==> src/rtl/normalize_pkg.sv <==
// Shared types and default geometry for the streaming z-score normalizer.
package normalize_pkg;

   typedef enum logic [1:0] {IDLE, SQRT, RECIP, STREAM} state_t;

   localparam int unsigned DEF_WIDTH      = 8;
   localparam int unsigned DEF_IMG_WIDTH  = 8;
   localparam int unsigned DEF_IMG_HEIGHT = 8;
   localparam int unsigned DEF_FRAC       = 8;

   localparam int unsigned INPUT_NUM = DEF_IMG_WIDTH * DEF_IMG_HEIGHT;
   localparam int unsigned OW        = DEF_WIDTH + DEF_FRAC + 1;
   localparam int unsigned CNT_W     = $clog2(INPUT_NUM + 1);

   function automatic int unsigned cnt_width(input int unsigned n);
      return $clog2(n + 1);
   endfunction

endpackage

==> src/rtl/normalize_iter_divider.sv <==
// Restoring divider, one quotient bit per cycle after the start cycle.
module iter_divider
   import normalize_pkg::*;
#(
   parameter int unsigned DVD_W = 17,
   parameter int unsigned DVS_W = 8
) (
   input  logic             clk,
   input  logic             reset,
   input  logic             start,
   input  logic [DVD_W-1:0] dividend,
   input  logic [DVS_W-1:0] divisor,
   output logic             busy,
   output logic             done,
   output logic [DVD_W-1:0] quotient
);

   localparam int unsigned CW = cnt_width(DVD_W);

   logic [DVD_W-1:0] r_dvd;
   logic [DVD_W-1:0] r_q;
   logic [DVS_W-1:0] r_dvs;
   logic [DVS_W-1:0] r_rem;
   logic [CW-1:0]    r_cnt;
   logic             r_busy;
   logic             r_done;

   logic [DVS_W:0]   w_rem_sh;
   logic             w_ge;
   logic [DVS_W-1:0] w_rem_nxt;

   always_comb begin
      w_rem_sh  = {r_rem, r_dvd[DVD_W-1]};
      w_ge      = (w_rem_sh >= {1'b0, r_dvs});
      w_rem_nxt = DVS_W'(w_ge ? (w_rem_sh - {1'b0, r_dvs}) : w_rem_sh);
   end

   always_ff @(posedge clk) begin
      if (reset) begin
         r_dvd  <= '0;
         r_q    <= '0;
         r_dvs  <= '0;
         r_rem  <= '0;
         r_cnt  <= '0;
         r_busy <= 1'b0;
         r_done <= 1'b0;
      end else begin
         r_done <= 1'b0;
         if (start && !r_busy) begin
            r_dvd  <= dividend;
            r_dvs  <= divisor;
            r_rem  <= '0;
            r_q    <= '0;
            r_cnt  <= '0;
            r_busy <= 1'b1;
         end else if (r_busy) begin
            r_dvd <= {r_dvd[DVD_W-2:0], 1'b0};
            r_rem <= w_rem_nxt;
            r_q   <= {r_q[DVD_W-2:0], w_ge};
            if (r_cnt == CW'(DVD_W - 1)) begin
               r_busy <= 1'b0;
               r_done <= 1'b1;
            end else begin
               r_cnt <= r_cnt + 1'b1;
            end
         end
      end
   end

   assign busy     = r_busy;
   assign done     = r_done;
   assign quotient = r_q;

endmodule

==> src/rtl/normalize.sv <==
// Streaming z-score normalizer: per-frame sqrt and reciprocal, then (x-mean)*inv.
// NORMALIZE_ROUND_EN selects round-half-up instead of floor in the output stage.
module normalize
   import normalize_pkg::*;
#(
   parameter int unsigned WIDTH      = DEF_WIDTH,
   parameter int unsigned IMG_WIDTH  = DEF_IMG_WIDTH,
   parameter int unsigned IMG_HEIGHT = DEF_IMG_HEIGHT,
   parameter int unsigned FRAC       = DEF_FRAC
) (
   input  logic                         clk,
   input  logic                         reset,
   input  logic                         stats_valid,
   output logic                         stats_ready,
   input  logic [WIDTH-1:0]             mean,
   input  logic [2*WIDTH-1:0]           variance,
   input  logic                         in_valid,
   output logic                         in_ready,
   input  logic [WIDTH-1:0]             data_in,
   output logic                         out_valid,
   input  logic                         out_ready,
   output logic signed [WIDTH+FRAC:0]   data_out,
   output logic                         frame_done
);

   localparam int unsigned L_NUM  = IMG_WIDTH * IMG_HEIGHT;
   localparam int unsigned L_OW   = WIDTH + FRAC + 1;
   localparam int unsigned L_CW   = cnt_width(L_NUM);
   localparam int unsigned L_DW   = FRAC + WIDTH + 1;
   localparam int unsigned L_ITW  = cnt_width(FRAC + WIDTH);
   localparam int unsigned L_PW   = (WIDTH + 1) + (L_DW + 1);
   localparam logic [L_DW-1:0] L_ONE = {1'b1, {(FRAC+WIDTH){1'b0}}};
`ifdef NORMALIZE_ROUND_EN
   localparam logic signed [L_PW-1:0] L_ROUND = L_PW'(1 << (WIDTH - 1));
`else
   localparam logic signed [L_PW-1:0] L_ROUND = '0;
`endif

   state_t                   r_state;
   logic [WIDTH-1:0]         r_mean;
   logic [2*WIDTH-1:0]       r_rad;
   logic [WIDTH+1:0]         r_rem;
   logic [WIDTH-1:0]         r_root;
   logic [L_ITW-1:0]         r_cnt;
   logic [L_CW-1:0]          r_in_cnt;
   logic [L_CW-1:0]          r_out_cnt;
   logic [L_DW-1:0]          r_inv;
   logic                     r_s1_valid;
   logic signed [WIDTH:0]    r_diff;
   logic                     r_out_valid;
   logic signed [L_OW-1:0]   r_data_out;

   logic [WIDTH+3:0]         w_rem_sh;
   logic [WIDTH+3:0]         w_trial;
   logic                     w_sq_ge;
   logic [WIDTH+1:0]         w_rem_nxt;
   logic [WIDTH-1:0]         w_root_nxt;
   logic                     w_sqrt_last;
   logic                     w_div_busy;
   logic                     w_div_done;
   logic [L_DW-1:0]          w_quot;
   logic                     w_en;
   logic                     w_in_hs;
   logic                     w_out_hs;
   logic                     w_last;
   logic signed [L_PW-1:0]   w_prod;
   logic signed [L_OW-1:0]   w_shr;

   // Digit-by-digit square root: bring down two radicand bits, trial-subtract 4*root+1.
   always_comb begin
      w_rem_sh   = {r_rem, r_rad[2*WIDTH-1:2*WIDTH-2]};
      w_trial    = {2'b00, r_root, 2'b01};
      w_sq_ge    = (w_rem_sh >= w_trial);
      w_rem_nxt  = (WIDTH+2)'(w_sq_ge ? (w_rem_sh - w_trial) : w_rem_sh);
      w_root_nxt = {r_root[WIDTH-2:0], w_sq_ge};
   end

   assign w_sqrt_last = (r_state == SQRT) && (r_cnt == L_ITW'(WIDTH - 1));
   assign w_en        = !r_out_valid || out_ready;
   assign in_ready    = (r_state == STREAM) && (r_in_cnt < L_CW'(L_NUM)) && w_en;
   assign w_in_hs     = in_ready && in_valid;
   assign w_out_hs    = r_out_valid && out_ready;
   assign w_last      = w_out_hs && (r_out_cnt == L_CW'(L_NUM - 1));
   assign stats_ready = (r_state == IDLE) && !reset;
   assign out_valid   = r_out_valid;
   assign data_out    = r_data_out;
   assign frame_done  = w_last;

   // Divider is launched with the final root bit so its 17 iterations fill RECIP exactly.
   iter_divider #(
      .DVD_W (L_DW),
      .DVS_W (WIDTH)
   ) u_div (
      .clk      (clk),
      .reset    (reset),
      .start    (w_sqrt_last && !w_div_busy),
      .dividend (L_ONE),
      .divisor  (w_root_nxt),
      .busy     (w_div_busy),
      .done     (w_div_done),
      .quotient (w_quot)
   );

   always_ff @(posedge clk) begin
      if (reset) begin
         r_state   <= IDLE;
         r_mean    <= '0;
         r_rad     <= '0;
         r_rem     <= '0;
         r_root    <= '0;
         r_cnt     <= '0;
         r_in_cnt  <= '0;
         r_out_cnt <= '0;
      end else begin
         case (r_state)
            IDLE: begin
               if (stats_valid) begin
                  r_mean  <= mean;
                  r_rad   <= variance;
                  r_rem   <= '0;
                  r_root  <= '0;
                  r_cnt   <= '0;
                  r_state <= SQRT;
               end
            end
            SQRT: begin
               r_rad  <= {r_rad[2*WIDTH-3:0], 2'b00};
               r_rem  <= w_rem_nxt;
               r_root <= w_root_nxt;
               if (w_sqrt_last) begin
                  r_cnt   <= '0;
                  r_state <= RECIP;
               end else begin
                  r_cnt <= r_cnt + 1'b1;
               end
            end
            RECIP: begin
               if (r_cnt == L_ITW'(FRAC + WIDTH)) begin
                  r_cnt   <= '0;
                  r_state <= STREAM;
               end else begin
                  r_cnt <= r_cnt + 1'b1;
               end
            end
            STREAM: begin
               if (w_in_hs) r_in_cnt <= r_in_cnt + 1'b1;
               if (w_last) begin
                  r_in_cnt  <= '0;
                  r_out_cnt <= '0;
                  r_state   <= IDLE;
               end else if (w_out_hs) begin
                  r_out_cnt <= r_out_cnt + 1'b1;
               end
            end
            default: r_state <= IDLE;
         endcase
      end
   end

   always_comb begin
      w_prod = L_PW'(r_diff) * L_PW'($signed({1'b0, r_inv}));
      w_shr  = L_OW'((w_prod + L_ROUND) >>> WIDTH);
   end

   always_ff @(posedge clk) begin
      if (reset) begin
         r_inv       <= '0;
         r_s1_valid  <= 1'b0;
         r_diff      <= '0;
         r_out_valid <= 1'b0;
         r_data_out  <= '0;
      end else begin
         if (w_div_done) r_inv <= (r_root == '0) ? '0 : w_quot;
         if (w_en) begin
            r_s1_valid <= w_in_hs;
            if (w_in_hs) r_diff <= $signed((WIDTH+1)'(data_in) - (WIDTH+1)'(r_mean));
            r_out_valid <= r_s1_valid;
            if (r_s1_valid) r_data_out <= w_shr;
         end
      end
   end

endmodule

==> config.mk <==
export PLATFORM = sky130hd
export DESIGN_NAME = normalize
export DESIGN_NICKNAME = d
export VERILOG_FILES = /design/src/rtl/normalize_pkg.sv /design/src/rtl/normalize_iter_divider.sv /design/src/rtl/normalize.sv
export SDC_FILE = /design/constraint.sdc
export NUM_CORES = 1
export LEC_CHECK = 0
export ABC_AREA = 1
export CAP_MARGIN = 20
export CELL_PAD_IN_SITES_DETAIL_PLACEMENT = 0
export CELL_PAD_IN_SITES_GLOBAL_PLACEMENT = 1
export CORE_UTILIZATION = 47
export CTS_BUF_LIST = sky130_fd_sc_hd__clkbuf_4
export DETAILED_ROUTE_END_ITERATION = 8
export MAX_ROUTING_LAYER = met4
export PLACE_DENSITY_LB_ADDON = 0.05
export SLEW_MARGIN = 20
export SYNTH_ARGS = -nofsm -noshare
export SYNTH_HDL_FRONTEND = slang
export SYNTH_SLANG_ARGS = --single-unit
==> constraint.sdc <==
create_clock -name clk -period 5.2 [get_ports clk]
set_input_delay 1.04 -clock clk [delete_from_list [all_inputs] [get_ports clk]]
set_output_delay 1.04 -clock clk [all_outputs]
set_load 0.01 [all_outputs]
==> reports/results.tsv <==
metric	value	unit
status	finished, final reports clean	
Detailed Route Iter0 Violations	585	
Ports	58	
depth of the worst register-to-register path	18	
Final Util	0.524	
via count	10067	
Final min period	4.92	ns
Post-DP HPWL	21.2	mm
remaining antenna violation count	0	
Port Buf Inserts	57	
number of placement rows	58	
Worst Path Class, Setup	flip-flop to flip-flop	
Reg power frac	0.390	
H-tree lvl count	4	
initial antenna violation count	1	
Hold Path Class	flip-flop to flip-flop	
RR Endpoint	data_out[14]$_SDFFE_PP0P_	
ys async rst share	0	
CP startpoint kind	flip-flop	
1st-pass router iterations	6	
setup_tns	0	ns
WHS Endpoint	r_rad[11]$_SDFFE_PP0P_	
CP Capture Type	flip-flop	
DIE HEIGHT	162	microns
pin count of the biggest net entering global routing	64	
residual DRC count	0	
total CTS buffers	17	
Sw Ratio	0.433	
Layout area overhead	9.22	%
worst skew pair latency	0.57	ns
TritonCTS Sinks	149	
share of cells above drive strength 1	0.0717	
worst ir drop on vdd	350	uV
worst slew pin tran	1.03	ns
Synth area leaders	dfxtp_1 (25%), fa_1 (18%), nand2_1 (12%)	
DP Worst Slack	0.225	ns
Post-Syn Instances	1630	
Crit-path slowest cell	dfxtp_1	
syn nets	1868	
DIE AREA	0.0264	sq mm
clock buffer depth	2	
Routed wire per std cell	14.0	microns
Hold Violations, Final	0	
Tot Pwr	0.00346	W
root buffer cell	clkbuf_4	
combinational share of power	0.412	
Synth Warn #	0	
most common library cells after synthesis	nand2_1 (378), inv_1 (276), dfxtp_1 (149)	
Final GP Congestion	0.863	
max-slew violations	0	
Final setup viols	0	
Worst Hold Path Cells	2	
gr usage total	0.233	
R2R setup slack	0.28	ns
clk slew on worst S/H paths	0.16	ns
Layout Nets	1899	
TritonCTS clock tree	yes	
area share of the largest cell type after synthesis	0.247	
Clk pwr share	0.198	
max cap viols	0	
RSZ-0062 raised after global routing	false	
Synth area leader	dfxtp_1	
P_sw	0.00150	W
grt total ovfl	0	
post-synth cell types	48	
vias in the first global route	9847	
Initial Utilization	0.480	
hold wc startpoint	r_rad[9]$_SDFFE_PP0P_	
crit-path cells	buf_4 > nand2_1 > inv_1 > fa_1 > fa_1 > fa_1 > fa_1 > ha_1 > ha_1 > nand2_1 > nor2_1 > inv_1 > nor3_1 > nand4_1 > nand4_1 > nand3_1 > nand2_1 > inv_1	
Power Dens Cells	262	mW/mm^2
first-pass GRT wire length	47.8	mm
Seq/Total Area, Yosys	0.247	
Core Box Area	0.0252	sq mm
largest stage delay on the critical path	0.63	ns
Syn Std Cell Area	0.0121	sq mm
internal power	0.00196	W
FF-to-FF Start	r_diff[4]$_SDFFE_PP0P_	
Post-synth EDFFs	0	
Most used DFF post-synth	dfxtp_1	
Worst Path Required	5.68	ns
Post-CTS Setup Inserts	0	
fin crit share	0.947	
Worst Skew	0.0358	ns
total wire length	28.0	mm
count leader, synth	nand2_1	
fmax	203	MHz
maximum net fanout on the critical path	8	
LEAKAGE	6.95	nW
die width	162	microns
CP Data Arrival Time	5.41	ns
vias per std cell	5.02	
slew margin rel.	0.313	
Seq cells post-synth	149	
crit-path most repeated cell	fa_1	
synthesized area per cell	7.42	sq um
setup ws final	0.277	ns
[layer usage]
| layer | vias up | GRT usage | share of wire | wire, microns |
|---|---|---|---|---|
| met1 | 4738 | 0.323 | 0.51 | 14200 |
| met5 | - | - | 0 | 0 |
| met4 | 0 | 0.0489 | 0.0092 | 257 |
| li1 | 5148 | - | - | - |
| met3 | 23 | 0.0260 | 0.027 | 751 |
| met2 | 158 | 0.366 | 0.46 | 12800 |
[critical path: cells and delay by family (launching register included)]
kind	cells	cell delay [ns]
fa+ha+maj	6	2.65
flops	1	0.63
simple gates	8	1.14
buf+inv	4	0.46
[through the flow]
stage	hold WS (ns)	cells	instance area (sq um)
2_1_floorplan	0.433	1630	12100
3_5_place_dp	0.452	1972	13000
6_report	0.466	2004	13200
3_3_place_gp	0.446	1972	13000
4_1_cts	0.469	2003	13200
5_1_grt	0.477	2004	13200
[sequential cells by signal, indices dropped and copies added (netlist names), 2 cells and up]
register	flops
r_mean	8
r_cnt	5
r_rem	10
r_root	8
u_div.quotient	17
r_out_cnt	7
u_div.r_rem	8
data_out	17
r_rad	16
r_state	2
r_inv	17
r_in_cnt	7
u_div.r_dvs	8
r_diff	9
u_div.r_cnt	5
[power by group through the flow]
stage	clock network, W	registers [W]	logic [W]
2_1_floorplan	0	0.00136	0.00133
3_3_place_gp	0	0.00140	0.00166
3_5_place_dp	0	0.00140	0.00171
4_1_cts	0.000716	0.00138	0.00172
5_1_grt	0.000756	0.00140	0.00190
6_report	0.000685	0.00135	0.00143
[cells by family (layout without fill, tap and decap cells)]
| family | count (synthesis) | after routing | synth area share |
|---|---|---|---|
| AO/OA/AOI/OAI | 274 | 274 | 0.126 |
| XOR/XNOR | 33 | 33 | 0.0239 |
| adder cells (fa/ha/maj) | 201 | 201 | 0.274 |
| buffers and inverters | 369 | 412 | 0.119 |
| flip-flops | 149 | 149 | 0.247 |
| other | 0 | 1 | 0 |
| AND/OR/NAND/NOR | 604 | 604 | 0.210 |
[final cells by class]
class / count / area, sq um
diodes: 1 / 2.50
flip-flops and latches: 149 / 2990
clock buffers: 18 / 135
repair buffers: 86 / 783
multi-input cells: 1112 / 7680
clock inverters: 13 / 98.8
inverters: 295 / 1110
well taps: 330 / 413
fillers: 2535 / 12000
[cell usage in the layout, fill, tap and decap left out, types with 5 or more instances in the layout]
| master | instances |
|---|---|
| o211ai_1 | 12 |
| nand2_1 | 378 |
| a31oi_1 | 15 |
| o21bai_1 | 8 |
| nand3_1 | 41 |
| o21ai_1 | 32 |
| inv_2 | 19 |
| inv_1 | 275 |
| nor3_1 | 17 |
| xnor2_1 | 9 |
| nand4_1 | 14 |
| buf_4 | 29 |
| nor2_1 | 108 |
| clkdlybuf4s50_1 | 56 |
| nand2_2 | 19 |
| ha_1 | 94 |
| a21oi_1 | 119 |
| xor2_1 | 24 |
| dfxtp_1 | 146 |
| o22ai_1 | 8 |
| fa_1 | 107 |
| clkbuf_4 | 18 |
| o21ai_0 | 58 |
| o21a_1 | 5 |
[how the worst max path moves through the flow]
stage,startpoint,end,slack (ns),cells past startpoint
detailed placement,r_diff[8]$_SDFFE_PP0P_,data_out[16]$_SDFFE_PP0P_,0.23,21
finish,r_diff[4]$_SDFFE_PP0P_,data_out[14]$_SDFFE_PP0P_,0.28,18
global route,r_diff[5]$_SDFFE_PP0P_,data_out[14]$_SDFFE_PP0P_,0.004,18
global placement,r_diff[8]$_SDFFE_PP0P_,data_out[11]$_SDFFE_PP0P_,0.25,20
CTS,r_diff[8]$_SDFFE_PP0P_,data_out[16]$_SDFFE_PP0P_,0.20,21
floorplan,r_diff[7]$_SDFFE_PP0P_,data_out[16]$_SDFFE_PP0P_,0.35,22
[repair_timing]
action                                  4_1_cts  5_1_grt
resized for setup                             0        6
hold buffers                                  0        0
endpoints found under the setup margin        0        4
(Power assumes the default switching activity.)
